<file path="config.mk">
export PLATFORM = sky130hd
export DESIGN_NAME = vx_raster_be_dispatch
export DESIGN_NICKNAME = d
export VERILOG_FILES = /design/src/rtl/vx_raster_be_dispatch.sv
export SDC_FILE = /design/constraint.sdc
export NUM_CORES = 1
export LEC_CHECK = 0
export BUFFER_PORTS_ARGS = -buffer_cell sky130_fd_sc_hd__buf_4
export CAP_MARGIN = 0
export CORE_ASPECT_RATIO = 1.4
export CORE_UTILIZATION = 35
export CTS_CLUSTER_DIAMETER = 120
export DETAILED_ROUTE_END_ITERATION = 6
export GPL_TIMING_DRIVEN = 0
export PLACE_DENSITY = 0.65
export SETUP_SLACK_MARGIN = 0.5
export SYNTH_ARGS = -nofsm -noshare
export SYNTH_HDL_FRONTEND = slang
export SYNTH_SLANG_ARGS = --single-unit
export TNS_END_PERCENT = 100
</file>
<file path="constraint.sdc">
create_clock -name clk -period 5.2 [get_ports clk]
set_input_delay 0.78 -clock clk [delete_from_list [all_inputs] [get_ports clk]]
set_output_delay 0.78 -clock clk [all_outputs]
set_load 0.01 [all_outputs]
</file>
<file path="src/rtl/vx_raster_be_dispatch.sv">
// Raster back-end dispatcher: hands tile-stage blocks to block-evaluator lanes
// round-robin over ready lanes. A one-entry holding register sits between
// upstream and the lanes, and an end-of-batch flush stalls input until every
// lane has drained.
module vx_raster_be_dispatch #(
    parameter int NUM_BES    = 4,
    parameter int DATAW      = 64,
    parameter int PERF_CTR_W = 32
) (
    input  logic                  clk,
    input  logic                  reset,
    input  logic                  valid_in,
    input  logic [DATAW-1:0]      data_in,
    output logic                  ready_in,
    input  logic                  flush_in,
    output logic                  flush_done,
    output logic [NUM_BES-1:0]    be_valid,
    output logic [DATAW-1:0]      be_data,
    input  logic [NUM_BES-1:0]    be_ready,
    input  logic [NUM_BES-1:0]    be_busy,
    output logic                  busy_out,
    output logic [PERF_CTR_W-1:0] perf_blocks
);

    localparam int PTR_W = (NUM_BES > 1) ? $clog2(NUM_BES) : 1;

    typedef enum logic [1:0] {
        ST_RUN,
        ST_DRAIN,
        ST_DONE
    } state_t;

    state_t             state;
    state_t             state_next;
    logic               hold_valid;
    logic [DATAW-1:0]   hold_data;
    logic [PTR_W-1:0]   rr_ptr;
    logic [PTR_W-1:0]   grant;
    logic [PTR_W-1:0]   rr_next;
    logic               any_ready;
    logic               hold_fire;
    logic               accept;

    // Search lanes starting at rr_ptr and take the first one that is ready
    always_comb begin
        grant     = '0;
        any_ready = 1'b0;
        for (int off = 0; off < NUM_BES; off++) begin
            if (!any_ready && be_ready[(int'(rr_ptr) + off) % NUM_BES]) begin
                any_ready = 1'b1;
                grant     = PTR_W'((int'(rr_ptr) + off) % NUM_BES);
            end
        end
    end

    // Offer the held block only to the granted lane
    always_comb begin
        be_valid = '0;
        if (hold_valid && any_ready) begin
            be_valid[grant] = 1'b1;
        end
    end

    assign rr_next     = PTR_W'((int'(grant) + 1) % NUM_BES);
    assign hold_fire   = hold_valid && (|(be_valid & be_ready));
    assign ready_in    = (state == ST_RUN) && (!hold_valid || hold_fire);
    assign accept      = valid_in && ready_in;
    assign be_data     = hold_data;
    assign flush_done  = (state == ST_DONE);
    assign busy_out    = hold_valid || (|be_busy) || (state != ST_RUN);

    // Holding-register occupancy, round-robin pointer, counter and FSM state
    always_ff @(posedge clk) begin
        if (reset) begin
            hold_valid  <= 1'b0;
            rr_ptr      <= '0;
            perf_blocks <= '0;
            state       <= ST_RUN;
        end else begin
            state <= state_next;
            if (accept) begin
                hold_valid <= 1'b1;
            end else if (hold_fire) begin
                hold_valid <= 1'b0;
            end
            if (hold_fire) begin
                rr_ptr      <= rr_next;
                perf_blocks <= perf_blocks + 1'b1;
            end
        end
    end

    // Payload needs no reset; it is only observed while hold_valid is set
    always_ff @(posedge clk) begin
        if (accept) begin
            hold_data <= data_in;
        end
    end

    // Flush sequencing: stall input, wait for lanes to go idle, pulse done
    always_comb begin
        state_next = state;
        case (state)
            ST_RUN:   if (flush_in) state_next = ST_DRAIN;
            ST_DRAIN: if (!hold_valid && (be_busy == '0)) state_next = ST_DONE;
            ST_DONE:  state_next = ST_RUN;
            default:  state_next = ST_RUN;
        endcase
    end

    // A second flush before the first has retired is an upstream protocol error
    a_flush_only_in_run: assert property (@(posedge clk) disable iff (reset)
        flush_in |-> (state == ST_RUN));

    a_onehot_valid: assert property (@(posedge clk) disable iff (reset)
        $onehot0(be_valid));

    a_data_stable: assert property (@(posedge clk) disable iff (reset)
        (hold_valid && !hold_fire) |=> (be_data == $past(be_data)));

endmodule

</file>
==> out/qor.csv, run 1 <==
metric,value,unit
fin_worst_hold_slack,0.488,ns
vias,2957,
powerDensity,307,mW/mm²
cp-end-kind,output port,
grt_pass1_wl,15.3,mm
cp_data_arrival_time,3.25,ns
worst_pin_slew,0.558,ns
async_reset_ff_frac,0,
post-dp-hpwl,7.68,mm
synth_cells,291,
cts-root-buf,clkbuf_16,
synth_edf_count,64,
tns,0,ns
synthToLayoutAreaGrowth,48.4,%
synthAdderAreaFrac,0.0163,
n_fill_cell,907,
ir_drop,0.181,mV
cts.sinks,101,
synthTopCellsByArea,"edfxtp_1 (50%), dfxtp_1 (19%), nor2_1 (3.5%), xor2_1 (3.4%), xnor2_1 (2.5%)",
port_buffers,178,
antenna_found_initial,0,
synth_compound_area_frac,0.0407,
hold_viol_final,0,
leakage,2.35,nW
final_cell_count_no_fill,625,
avgViaCountPerCell,4.73,
postSynthRegisterBits,101,
detail_route.wirelength,9.90,mm
grt_max_degree,33,
ctsResizeCount,0,
grt.busiest_layer,met2,
layout_common_cells,"buf_4 (179), edfxtp_1 (64), dfxtp_1 (37), nor2_1 (36), nand2_1 (17)",
cts_setup_buffers,0,
syn_nets,372,
clkTransAtPathRegs,0.07,ns
status,"finished, final reports clean",
maxSlewHeadroom,0.628,
clockBufferDepth,2,
post-route-util,0.543,
hold_path_class,reg2reg,
synth_cell_types,42,
fp.dieW,90.6,µm
gr-usage-all-layers,0.174,
drt_iter0_markers,100,
layout_worst_path_cycle_share,0.775,
die-area,0.0114,mm²
clock_latency,0.34,ns
drt_drc_violations_left,0,
fin_skew,0.00930,ns
synthSimpleGateAreaFrac,0.163,
synth_top_area_share,0.500,
diodes,0,
grt_pass1_vias,2999,
initial_utilization,0.366,
cp_max_fo,10,
drv_slew,0,
cts_hold_buf,0,
io-pin-count,179,
use_met1,0.186,
gp_congestion,0.887,
critical_path_class,in2out,
final_common_cell,buf_4,
synth-xor-area-share,0.0592,
drive_above_1_share,0.431,
ant_nets,0,
numCtsBuffers,9,
met3_usage,0.0616,
cts_tree,yes,
drv_cap,0,
setup_viol,0,
synth_top_flop_cell,edfxtp_1,
met2_usage,0.305,
netlist_area,0.00385,mm²
multiInputGateArea,0.00111,mm²
seq_area,0.00266,mm²
wl_per_cell,15.8,µm
avgSynthCellArea,13.2,µm²
yosys.area.top_type,edfxtp_1,
cp.required,4.42,ns
die_y,126,µm
yosysWarningCount,0,
crit_path_start_kind,primary input,
num_rows,44,
dr.pass1.iters,4,
rsz0062_at_grt,no,
grt-ovfl-total,0,
fin_crit,4.03,ns
nNetsFinal,563,
seq_area_frac_synth,0.692,
cts.htree.levels,3,
synth_mux_area_frac,0.00585,
synth_top_family_by_area,simple AND/OR/NAND/NOR gates,
core_region_area,0.0105,mm²
fmax,248,MHz
placed_cells_incl_taps,609,
==> flip-flops by register name, summed over array words and instances (netlist names) <==
register     count
be_data         64
perf_blocks     32
rr_ptr           2
state            2
hold_valid       1
==> logic make-up after synthesis <==
group | after synthesis
compound gates | 23
xor+xnor | 26
fa+ha+maj | 5
buf+inv | 19
flops | 101
mux | 2
simple gates | 115
==> worst max-delay path, stage by stage <==
cell and delay (ns):
buf_4 0.13, nor2b_1 0.14, a21oi_1 0.12, o22ai_1 0.09
a21oi_1 0.28, inv_1 0.12, ha_1 0.23, a22o_1 0.25
o21ai_1 0.38, buf_2 0.35, nand2_1 0.10, and2_1 0.14
buf_4 0.14
==> report_power, final <==
part	switching, mW	internal [mW]
Clock	0.292	0.377
Combinational	0.0831	0.0926
Sequential	0.0124	0.894
Total	0.387	1.36
==> cell usage after synthesis, types with 7 or more instances <==
| cell | instances |
|---|---|
| inv_1 | 9 |
| xor2_1 | 15 |
| nor4_1 | 8 |
| dfxtp_1 | 37 |
| a21oi_1 | 9 |
| nand3_1 | 7 |
| nor2_1 | 36 |
| xnor2_1 | 11 |
| nand4_1 | 13 |
| edfxtp_1 | 64 |
| nand2_1 | 17 |
| and2_1 | 10 |
==> layout make-up <==
class                   instances  share of cell area
clock inverters                 6              0.0125
plain buffers                  10             0.00986
repair buffers                180               0.241
multi-input cells             171               0.194
clock buffers                  10              0.0401
inverters                       9             0.00592
flip-flops and latches        101               0.466
well taps                     138              0.0302
==> per-layer routing <==
| layer | vias to the layer above | share of wire | wire, µm |
|---|---|---|---|
| met5 | - | 0 | 0 |
| met2 | 144 | 0.50 | 4990 |
| met3 | 15 | 0.097 | 962 |
| met4 | 0 | 0.022 | 221 |
| met1 | 1366 | 0.38 | 3720 |
| li1 | 1432 | - | - |
==> path summary, 6_finish.rpt <==
| check | depth (start not counted) | startpoint | slack, ns | to |
|---|---|---|---|---|
| hold reg to reg | 1 | state[1] | 0.49 | state[0] |
| setup reg to reg | 11 | rr_ptr[0] | 2.35 | be_data[23] |
| hold / removal | 1 | state[1] | 0.49 | state[0] |
| setup / recovery | 13 | be_ready[0] | 1.17 | ready_in |
==> per-stage QoR <==
stage,setup WS (ns),instance area [µm²],total power [mW]
finish,1.17,5710,1.75
global route,0.933,5710,1.81
CTS,1.09,5710,1.78
detailed placement,1.10,5410,1.10
global placement,-0.0356,5360,1.10
floorplan,1.03,3850,0.986
Note: power is estimated with default switching activity, not from simulation.
==> run 2: changes to the inputs <==
- ABC_AREA: default -> 1
- PLACE_DENSITY: 0.65 -> default
- clock period: 5.2 -> 3.6 ns (I/O delays scaled with it)
==> run 2 against run 1 <==
  * Largest power group unchanged
  * Via count increased by 35%
  * Total power grew 94%
  * Count of clock-buffer cells in the layout fell by 1
  * Hold slack worse by 0.13 ns
  * Register-to-register slack lost 1.7 ns
  * Core utilization decreased by 0.097 points
  * Clock power up 39%
  * Sequential share of layout area fell by 7.2 points
  * Synthesized cell count up 62%
  * Design area up 19%
  * Clock skew down 0.0025 ns
  * The flow now finishes with violations (DRC)
  * Combinational power rose to 6.2 times the previous value
==> out/qor.csv, run 2 <==
metric,value,unit,change
setup_viol,0,,unchanged
path_common_cell,nand2_2,,
rsz0062_at_grt,yes,,
final_common_cell,buf_4,,
cts_hold_buf,0,,unchanged
status,"finished, violations left",,
core_region_area,0.0125,mm²,+19%
leakage,2.81,nW,+20%
ir_drop,0.306,mV,+69%
sw_frac_of_total,0.316,,+0.0952
dr.pass1.iters,7,,+3
postSynthRegisterBits,101,,unchanged
grt_pass1_wl,19.9,mm,+30%
syn_nets,551,,+48%
cp.required,3.06,ns,-1.36 ns
synth-xor-area-share,0.0425,,-0.0166
cts.sinks,101,,unchanged
power_frac_clock,0.274,,-0.108
fmax,315,MHz,
tns,0,ns,unchanged
crit_path_start_kind,flop,,
cp_data_arrival_time,2.63,ns,-0.62 ns
yosys.area.top_type,edfxtp_1,,
yosysWarningCount,0,,unchanged
die_y,137,µm,+8.4%
detail_route.wirelength,12.8,mm,+30%
numCtsBuffers,9,,unchanged
synth_cells,470,,+62%
cp-end-kind,output port,,
async_reset_ff_frac,0,,unchanged
clkTransAtPathRegs,0.08,ns,about the same
grt-ovfl-total,0,,unchanged
post-dp-hpwl,9.75,mm,+27%
yosysMostFrequentCell,nand2_1,,
fp.dieW,98.1,µm,+8.3%
synth_edf_count,64,,unchanged
cp_max_fo,5,,-5
synthToLayoutAreaGrowth,49.4,%,
worstPathCellList,buf_6 > nand2_4 > nand2_4 > nand2_2 > nand2_2 > nor2_4 > nand2_2 > or2_4 > nand4_1 > o21ai_4 > ha_1 > nand4_1 > nand2_2 > nor2_4 > nand2_2 > inv_2 > nor2_1 > buf_4,,
wl_per_cell,15.3,µm,-3.6%
num_rows,48,,+9.1%
drt_iter0_markers,244,,+140%
synth_top_family_by_area,simple AND/OR/NAND/NOR gates,,
fin_skew,0.00678,ns,-0.00252 ns
synth_cell_types,29,,-31%
p_int,2.33,mW,+70%
ant_nets,0,,unchanged
synth_top_flop_cell,edfxtp_1,,
crit_family,simple AND/OR/NAND/NOR gates,,
diodes,0,,unchanged
hold_viol_final,0,,unchanged
cts-root-buf,clkbuf_16,,
port_buffers,177,,-0.56%
drv_slew,0,,unchanged
synth_top_area_share,0.424,,-0.0752
dp_slack,-0.347,ns,-1.44 ns
n_fill_cell,1132,,+25%
gr-usage-all-layers,0.193,,+0.0184
seq_area_frac_synth,0.588,,-0.104
critical_path.max_stage_delay,0.37,ns,about the same
critPathBufInv,3,,-1
fin_ws,0.428,ns,-0.743 ns
clockBufferDepth,2,,unchanged
cts_tree,yes,,
clock_latency,0.35,ns,about the same
gp_congestion,0.890,,+0.28%
die-area,0.0134,mm²,+17%
power.share.combinational,0.320,,+0.220
synthTopCellsByArea,"edfxtp_1 (42%), dfxtp_1 (16%), nand2_1 (11%), nor2_1 (4.3%), a21oi_2 (3.7%)",,
drive_above_1_share,0.425,,-0.00574
placed_area,0.00618,mm²,+14%
synth_mux_area_frac,0,,-0.00585
avgSynthCellArea,9.64,µm²,-27%
synthSimpleGateAreaFrac,0.236,,+0.0739
grt_max_degree,22,,-33%
antenna_found_initial,0,,unchanged
io-pin-count,179,,unchanged
layout_common_cells,"buf_4 (200), nand2_1 (116), edfxtp_1 (64), nor2_1 (52), inv_1 (36)",,
drt_drc_violations_left,23,,+23
largest_reg_flops,64,,unchanged
synth_common_cells,"nand2_1 (131), edfxtp_1 (64), nor2_1 (52)",,
switching_power,1.08,mW,+180%
power_frac_seq,0.406,,-0.112
cpMaxStageDelayCell,dfxtp_4,,
worst_pin_slew,0.713,ns,+0.154 ns
powerDensity,502,mW/mm²,+64%
initial_utilization,0.363,,-0.00332
post-route-util,0.542,,-0.000970
fin_area,0.00677,mm²,+19%
p_total,3.40,mW,+94%
synthAdderAreaFrac,0.0138,,-0.00245
nNetsFinal,767,,+36%
netlist_area,0.00453,mm²,+18%
synth_compound_area_frac,0.0610,,+0.0204
r2r_slack,0.61,ns,-1.74 ns
maxSlewHeadroom,0.525,,-0.103
critical_path_class,reg2out,,
avgViaCountPerCell,4.74,,+0.23%
grt_pass1_vias,3933,,+31%
drv_cap,0,,unchanged
violations,DRC,,
layout_worst_path_cycle_share,0.881,,
cts.htree.levels,3,,unchanged
vias,3988,,+35%
hold_path_class,in2reg,,
fin_crit,3.17,ns,
-- run 2: cell count changes after synthesis, sizes merged, moves of 13 or more --
cell	previous run	this run
nor3	3	16
nand2	17	137
nor2	36	54
a21oi	9	31
inv	9	44
-- run 2: power groups by stage --
stage               clock network (mW)  registers (mW)  logic [mW]
floorplan                            0            1.44       0.486
global placement                     0            1.40       0.828
detailed placement                   0            1.40       0.874
CTS                              0.957            1.38       0.953
global route                      1.01            1.39        1.18
finish                           0.933            1.38        1.09
-- run 2: final timing paths --
| kind | start | to | depth (start not counted) |
|---|---|---|---|
| hold / removal | data_in[11] | be_data[11] | 1 |
| hold reg to reg | state[0] | state[1] | 2 |
| setup reg to reg | rr_ptr[0] | be_data[37] | 20 |
| setup / recovery | rr_ptr[0] | ready_in | 18 |
-- run 2: worst reg2reg max path, delay by kind of cell, from the launching register on --
kind / cells / cell delay (ns)
AND/OR/NAND/NOR: 11 / 1.01
buffers and inverters: 7 / 0.94
flip-flops: 1 / 0.39
adder cells (fa/ha/maj): 1 / 0.19
AO/OA/AOI/OAI: 1 / 0.18
-- run 2: cell families (layout without fill, tap and decap cells) --
| group | count (synthesis) | in the layout |
|---|---|---|
| flops | 101 | 101 |
| compound gates | 41 | 41 |
| fa+ha+maj | 5 | 5 |
| xor+xnor | 22 | 22 |
| buf+inv | 56 | 277 |
| simple gates | 245 | 245 |
-- run 2: metal layers --
metal,vias to the layer above,track usage,part of all wire
li1,1979,-,-
met3,21,0.0455,0.075
met5,-,0,0
met2,144,0.360,0.53
met1,1844,0.209,0.37
met4,0,0.0788,0.026
-- run 2: metrics by stage --
| stage | hold WS (ns) | std cells |
|---|---|---|
| global route | 0.342 | 841 |
| global placement | 0.481 | 797 |
| detailed placement | 0.489 | 800 |
| CTS | 0.351 | 823 |
| floorplan | 0.466 | 470 |
| finish | 0.360 | 841 |
-- run 2: final cells by class --
class | instances | area, µm² | share of cell area
Multi-Input combinational cell | 313 | 1740 | 0.257
Clock inverter | 7 | 56.3 | 0.00832
Sequential cell | 101 | 2670 | 0.394
Tap cell | 150 | 188 | 0.0277
Buffer | 12 | 98.8 | 0.0146
Clock buffer | 9 | 225 | 0.0333
Inverter | 44 | 173 | 0.0255
Timing Repair Buffer | 205 | 1620 | 0.239
-- run 2: repair_timing --
item,CTS,global route
cloned,1,1
endpoints found under the setup margin,65,37
resized for setup,18,13
pin swaps,9,9
buffers inserted,6,17
